==> src/rtl/fetch_sequencer_if.sv <==
// fetch_sequencer_if: ID/IF-stage signals into the fetch sequencer and IF/ID register outputs.
interface fetch_sequencer_if;
  logic        stall;
  logic        and_z_b;
  logic [1:0]  Jmp;
  logic [31:0] branch_adder;
  logic [25:0] jmp_addr;
  logic [31:0] address_on_reg;
  logic [31:0] instruction;
  logic [31:0] out_pc;
  logic [31:0] if_id_instr;
  logic [31:0] if_id_pc4;
  logic        if_id_valid;
  logic        redirect_pending;
  modport master (
    output stall, and_z_b, Jmp, branch_adder, jmp_addr, address_on_reg, instruction,
    input  out_pc, if_id_instr, if_id_pc4, if_id_valid, redirect_pending
  );
  modport slave (
    input  stall, and_z_b, Jmp, branch_adder, jmp_addr, address_on_reg, instruction,
    output out_pc, if_id_instr, if_id_pc4, if_id_valid, redirect_pending
  );
endinterface

==> src/rtl/fetch_sequencer.sv <==
// fetch_sequencer: owns the PC, fills IF/ID, resolves ID redirects and defers those seen during stalls.
module fetch_sequencer #(
  parameter logic [31:0] RESET_PC  = 32'h0000_0000,
  parameter logic [31:0] NOP_INSTR = 32'h0000_0000,
  parameter int          PC_INCR   = 4
) (
  input logic              clk,
  input logic              rst,
  fetch_sequencer_if.slave bus
);
  typedef enum logic [1:0] {BOOT, RUN, HOLD} state_t;
  state_t      state_q, state_d;
  logic [31:0] pc_q, pc_d;
  logic [31:0] instr_q, instr_d;
  logic [31:0] pc4_q, pc4_d;
  logic        valid_q, valid_d;
  logic        redirect_pending_q, redirect_pending_d;
  logic [31:0] pending_pc_q, pending_pc_d;
  logic [31:0] seq_pc, target, apply_pc;
  logic        is_j, is_jr, redirect, take, seq;
  assign seq_pc   = pc_q + 32'(PC_INCR);
  assign is_j     = bus.Jmp == 2'b01;
  assign is_jr    = bus.Jmp == 2'b10;
  assign redirect = bus.and_z_b | is_j | is_jr;
  assign target   = is_jr ? bus.address_on_reg :
                    is_j ? {pc4_q[31:28], bus.jmp_addr, 2'b00} :
                    bus.and_z_b ? bus.branch_adder : seq_pc;
  always_comb begin
    state_d            = state_q;
    pc_d               = pc_q;
    instr_d            = instr_q;
    pc4_d              = pc4_q;
    valid_d            = valid_q;
    redirect_pending_d = redirect_pending_q;
    pending_pc_d       = pending_pc_q;
    take               = 1'b0;
    seq                = 1'b0;
    apply_pc           = target;
    case (state_q)
      BOOT: state_d = RUN;
      RUN: begin
        if (bus.stall) begin
          state_d = HOLD;
          if (redirect) begin
            pending_pc_d       = target;
            redirect_pending_d = 1'b1;
          end
        end else begin
          take = redirect;
          seq  = !redirect;
        end
      end
      HOLD: begin
        if (bus.stall) begin
          if (redirect) begin
            pending_pc_d       = target;
            redirect_pending_d = 1'b1;
          end
        end else begin
          // a live redirect on the release cycle is newer than the deferred one
          state_d            = RUN;
          take               = redirect | redirect_pending_q;
          seq                = !(redirect | redirect_pending_q);
          apply_pc           = redirect ? target : pending_pc_q;
          redirect_pending_d = 1'b0;
        end
      end
      default: state_d = BOOT;
    endcase
    if (take) begin
      pc_d    = apply_pc;
      instr_d = NOP_INSTR;
      pc4_d   = 32'h0;
      valid_d = 1'b0;
    end else if (seq) begin
      pc_d    = seq_pc;
      instr_d = bus.instruction;
      pc4_d   = seq_pc;
      valid_d = 1'b1;
    end
  end
  always_ff @(posedge clk or negedge rst) begin
    if (!rst) begin
      state_q            <= BOOT;
      pc_q               <= RESET_PC;
      instr_q            <= NOP_INSTR;
      pc4_q              <= 32'h0;
      valid_q            <= 1'b0;
      redirect_pending_q <= 1'b0;
      pending_pc_q       <= 32'h0;
    end else begin
      state_q            <= state_d;
      pc_q               <= pc_d;
      instr_q            <= instr_d;
      pc4_q              <= pc4_d;
      valid_q            <= valid_d;
      redirect_pending_q <= redirect_pending_d;
      pending_pc_q       <= pending_pc_d;
    end
  end
  assign bus.out_pc           = pc_q;
  assign bus.if_id_instr      = instr_q;
  assign bus.if_id_pc4        = pc4_q;
  assign bus.if_id_valid      = valid_q;
  assign bus.redirect_pending = redirect_pending_q;
endmodule

==> src/flat_wrapper.sv <==
// flat-port wrapper written by rule: the top's interface ports become plain ports
module fetch_sequencer_flat 
#(
  parameter logic [31:0] RESET_PC  = 32'h0000_0000,
  parameter logic [31:0] NOP_INSTR = 32'h0000_0000,
  parameter int          PC_INCR   = 4
)
  (clk, rst, bus_stall, bus_and_z_b, bus_Jmp, bus_branch_adder, bus_jmp_addr, bus_address_on_reg, bus_instruction, bus_out_pc, bus_if_id_instr, bus_if_id_pc4, bus_if_id_valid, bus_redirect_pending);
  fetch_sequencer_if bus_i ();
  input logic clk;
  input logic rst;
  input wire logic [$bits(bus_i.stall)-1:0] bus_stall;
  input wire logic [$bits(bus_i.and_z_b)-1:0] bus_and_z_b;
  input wire logic [$bits(bus_i.Jmp)-1:0] bus_Jmp;
  input wire logic [$bits(bus_i.branch_adder)-1:0] bus_branch_adder;
  input wire logic [$bits(bus_i.jmp_addr)-1:0] bus_jmp_addr;
  input wire logic [$bits(bus_i.address_on_reg)-1:0] bus_address_on_reg;
  input wire logic [$bits(bus_i.instruction)-1:0] bus_instruction;
  output wire logic [$bits(bus_i.out_pc)-1:0] bus_out_pc;
  output wire logic [$bits(bus_i.if_id_instr)-1:0] bus_if_id_instr;
  output wire logic [$bits(bus_i.if_id_pc4)-1:0] bus_if_id_pc4;
  output wire logic [$bits(bus_i.if_id_valid)-1:0] bus_if_id_valid;
  output wire logic [$bits(bus_i.redirect_pending)-1:0] bus_redirect_pending;
  assign bus_i.stall = bus_stall;
  assign bus_i.and_z_b = bus_and_z_b;
  assign bus_i.Jmp = bus_Jmp;
  assign bus_i.branch_adder = bus_branch_adder;
  assign bus_i.jmp_addr = bus_jmp_addr;
  assign bus_i.address_on_reg = bus_address_on_reg;
  assign bus_i.instruction = bus_instruction;
  assign bus_out_pc = bus_i.out_pc;
  assign bus_if_id_instr = bus_i.if_id_instr;
  assign bus_if_id_pc4 = bus_i.if_id_pc4;
  assign bus_if_id_valid = bus_i.if_id_valid;
  assign bus_redirect_pending = bus_i.redirect_pending;
  fetch_sequencer #(.RESET_PC(RESET_PC), .NOP_INSTR(NOP_INSTR), .PC_INCR(PC_INCR)) u_core (.clk(clk), .rst(rst), .bus(bus_i));
endmodule
==> config.mk <==
export PLATFORM = sky130hd
export DESIGN_NAME = fetch_sequencer_flat
export DESIGN_NICKNAME = d
export VERILOG_FILES = /design/src/rtl/fetch_sequencer_if.sv /design/src/rtl/fetch_sequencer.sv /design/src/flat_wrapper.sv
export SDC_FILE = /design/constraint.sdc
export NUM_CORES = 1
export LEC_CHECK = 0
export CAP_MARGIN = 0
export CORE_ASPECT_RATIO = 0.6
export CORE_MARGIN = 2
export CORE_UTILIZATION = 47
export CTS_CLUSTER_DIAMETER = 60
export DETAILED_ROUTE_END_ITERATION = 16
export HOLD_SLACK_MARGIN = 0.08
export PLACE_DENSITY = 0.81
export SLEW_MARGIN = 20
export SYNTH_ARGS = -nofsm -noshare
export SYNTH_HDL_FRONTEND = slang
export SYNTH_SLANG_ARGS = --single-unit
==> constraint.sdc <==
create_clock -name clk -period 3.36 [get_ports clk]
set_input_delay 0.672 -clock clk [delete_from_list [all_inputs] [get_ports clk]]
set_output_delay 0.672 -clock clk [all_outputs]
set_load 0.01 [all_outputs]
==> flow_summary_export.csv <==
group,metric,value,unit
synthesis,synthSimpleGateAreaFrac,16.5,%
clock_tree,cts-resized-gates,0,
power_and_ir_drop,p_comb_share,41.7,%
synthesis,synth_area,6930,um2
sta,fmax,357,MHz
clock_tree,cts_tree,"built",
clock_tree,htree_levels,4,
sta,min_period,2.80,ns
placed_design,place_inst,1156,
run,cap_violations,0,
outcome,status,"completed",
sta,setup_violations,0,
clock_tree,cts_buffers,17,
grt,grt_pass1_vias,6892,
drt,vias,7146,
grt,grt_usage,31.5,%
cells_and_area,fin_cells,1188,
power_and_ir_drop,intPower,5.18,mW
worst_setup_path,crit_path_end_kind,"flop",
drt,routed_via_density,6.02,
clock_tree,ctsHoldBuffers,0,
worst_setup_path,cp_cell_sequence,"clkdlybuf4s50_1 > xnor2_2 > nand2_1 > nor3b_2 > and3_1 > buf_4 > a222oi_1 > o21ai_0",
worst_setup_path,crit_fanout,12,
synthesis,synth_top_family_by_area,"compound AO/OA/AOI/OAI gates",
power_and_ir_drop,pwr-share-seq,35.1,%
placed_design,dpl.hpwl,18100,um
power_and_ir_drop,power_per_cell_area,817,nW/um2
sta,hold_violations,0,
drt,wl_per_cell,20.7,um
placed_design,dp_slack,0.222,ns
drt,drtIter0Drc,794,
worst_setup_path,path_depth,8,
worst_setup_path,r2r-start,"u_core.bus.out_pc[2]",
synthesis,yosys-top-cells-count,"dfrtp_1 (132), nand2_1 (112), o21ai_0 (73)",
placed_design,port_buffers,225,
worst_setup_path,crit_family,"simple AND/OR/NAND/NOR gates",
worst_setup_path,cp-endpoint,"u_core.bus.out_pc[14]",
clock_tree,postCtsSetupRepairBufs,0,
worst_setup_path,reg2reg_to,"u_core.bus.out_pc[12]",
floorplanning,io-pin-count,226,
sta,finalWorstSetupSlack,0.557,ns
floorplanning,die-area,15800,um2
synthesis,synth_xor_area_share,4.62,%
synthesis,synth.area.top_cells,"dfrtp_1 (48%), nand2_1 (6.1%), o21ai_0 (5.3%)",
cells_and_area,fill_cells,1109,
clock_tree,clk_latency,0.43,ns
sta,slew_violations,0,
power_and_ir_drop,p_sw_share,37.6,%
clock_tree,clk_pin_slew_worst_paths,0.06,ns
worst_setup_path,crit_arrival,3.14,ns
synthesis,synth_warnings,0,
floorplanning,start_util,47.9,%
synthesis,synth_top_area_share,47.7,%
floorplanning,die_w,161,um
synthesis,yosys.cell_types.count,60,
power_and_ir_drop,p_switching,3.13,mW
placed_design,gp_congestion,0.977,
worst_setup_path,path_buf_inv,2,
min_path,hold_class,"in -> async",
floorplanning,placementRows,34,
worst_setup_path,startpoint_type,"input pin",
power_and_ir_drop,p_clk_share,23.2,%
worst_setup_path,worstSetupPathType,"in -> reg",
cells_and_area,antenna_cells,0,
floorplanning,die_h,98.0,um
floorplanning,core-area,14500,um2
synthesis,avgSynthCellArea,9.27,um2
drt,routed_wl,24600,um
worst_setup_path,crit_path_start,"bus_Jmp[0]",
grt,antenna_found_initial,0,
synthesis,synthMuxAreaShare,1.77,%
clock_tree,root_buffer,"clkbuf_16",
synthesis,yosys_most_used_dff,"dfrtp_1",
synthesis,ys_ff_latch,132,
cells_and_area,nNetsFinal,1109,
power_and_ir_drop,ir_worst_vdd,0.347,mV
cells_and_area,drive_gt1_share,8.89,%
sta,fin_setup_tns,0,ns
grt,grt_max_degree,69,
synthesis,synth-seq-area-share,47.7,%
synthesis,synth_edf_count,0,
sta,worst_pin_slew,1.04,ns
clock_tree,clock-sinks,132,
grt,grt_pass1_wl,38200,um
synthesis,synthAdderAreaFrac,0.722,%
drt,drc,0,
synthesis,synthCells,747,
drt,drt_pass1_iterations,7,
worst_setup_path,rr_worst_depth,7,
sta,max_slew_margin,30.2,%
synthesis,synth_top_area_cell,"dfrtp_1",
worst_setup_path,slowest_stage,"and3_1",
synthesis,yosysMostFrequentCell,"dfrtp_1",
worst_setup_path,required,3.70,ns
sta,rsz0062_at_grt,"no",
worst_setup_path,rrSetupSlack,0.65,ns
sta,fin_worst_skew,0.00886,ns
synthesis,synth_nets,879,
clock_tree,cts_buffer_depth,2,
synthesis,synth_compound_area_share,25.2,%
drt,ant_nets,0,
cells_and_area,area_delta_synth_final,46.9,%
synthesis,async_reset_ff_share,100,%
grt,grt_overflow,0,
power_and_ir_drop,p_leak,4.18,nW
worst_setup_path,slowest_delay,0.58,ns
sta,period_share,83.4,%
## final cells by class
cell class / instances / area, um2 / area share [%]
inverters: 11 / 41.3 / 0.406
flip-flops and latches: 132 / 3300 / 32.5
clock inverters: 14 / 179 / 1.76
repair buffers: 262 / 2560 / 25.1
multi-input cells: 553 / 3420 / 33.6
well taps: 198 / 248 / 2.43
clock buffers: 18 / 429 / 4.22
## flip-flops by register name (all words and copies together), names as in the netlist
name	count
u_core.state_q	2
u_core.bus.out_pc	32
u_core.pending_pc_q	32
u_core.bus.if_id_valid	1
u_core.bus.if_id_pc4	32
u_core.bus.if_id_instr	32
u_core.bus.redirect_pending	1
## power by group through the flow
stage,clock network (mW),logic [mW],registers [mW]
2_1_floorplan,0,1.51,2.95
3_3_place_gp,0,3.34,2.89
3_5_place_dp,0,3.42,2.90
4_1_cts,1.94,3.44,2.90
5_1_grt,2.01,3.73,3.00
6_report,1.92,3.47,2.92
## placed cells by master (no fill, tap or decap), drive strengths merged, types with 11 or more instances in the layout
cell and n:
a222oi 11, nand3 17, clkdlybuf4s50 224, xor2 17, inv 13, dfrtp 132
nand2 112, a211oi 13, buf 38, a22o 38, nor2 64, xnor2 17
o21ai 73, clkbuf 18, a21oi 36, nor3 11
## how the worst min path moves through the flow
stage,startpoint,to,slack [ns],cells after the start
3_3_place_gp,u_core.pending_pc_q[12],u_core.pending_pc_q[12],0.45,2
3_5_place_dp,u_core.pending_pc_q[12],u_core.pending_pc_q[12],0.47,2
2_1_floorplan,rst,u_core.bus.if_id_instr[0],0.38,0
4_1_cts,rst,u_core.bus.if_id_pc4[5],0.27,1
5_1_grt,rst,u_core.bus.if_id_valid,0.27,1
6_report,rst,u_core.bus.if_id_pc4[5],0.24,1
## through the flow
| stage | power [mW] | utilization (%) | hold WS (ns) | cell area (um2) |
|---|---|---|---|---|
| after global placement | 6.24 | 66.2 | 0.454 | 9570 |
| after detailed placement | 6.32 | 66.2 | 0.469 | 9570 |
| after global routing | 8.74 | 70.4 | 0.275 | 10200 |
| final | 8.31 | 70.4 | 0.236 | 10200 |
| after CTS | 8.27 | 70.4 | 0.265 | 10200 |
| after floorplan | 4.46 | - | 0.376 | 6930 |
## metal layers
metal | global-route usage, % | vias to the layer above | routed length [um]
met4 | 10.9 | 0 | 602
met3 | 9.81 | 46 | 3250
met5 | 0 | - | 0
met2 | 45.7 | 485 | 10300
met1 | 44.9 | 3406 | 10400
li1 | - | 3209 | -
## cell families (layout without fill, tap and decap cells)
kind of cell / after synthesis / after routing
XOR/XNOR: 34 / 34
flip-flops: 132 / 132
AO/OA/AOI/OAI: 252 / 252
buffers and inverters: 62 / 305
adder cells (fa/ha/maj): 4 / 4
multiplexers: 12 / 12
AND/OR/NAND/NOR: 251 / 251
Power figures use the tool's default switching activity.
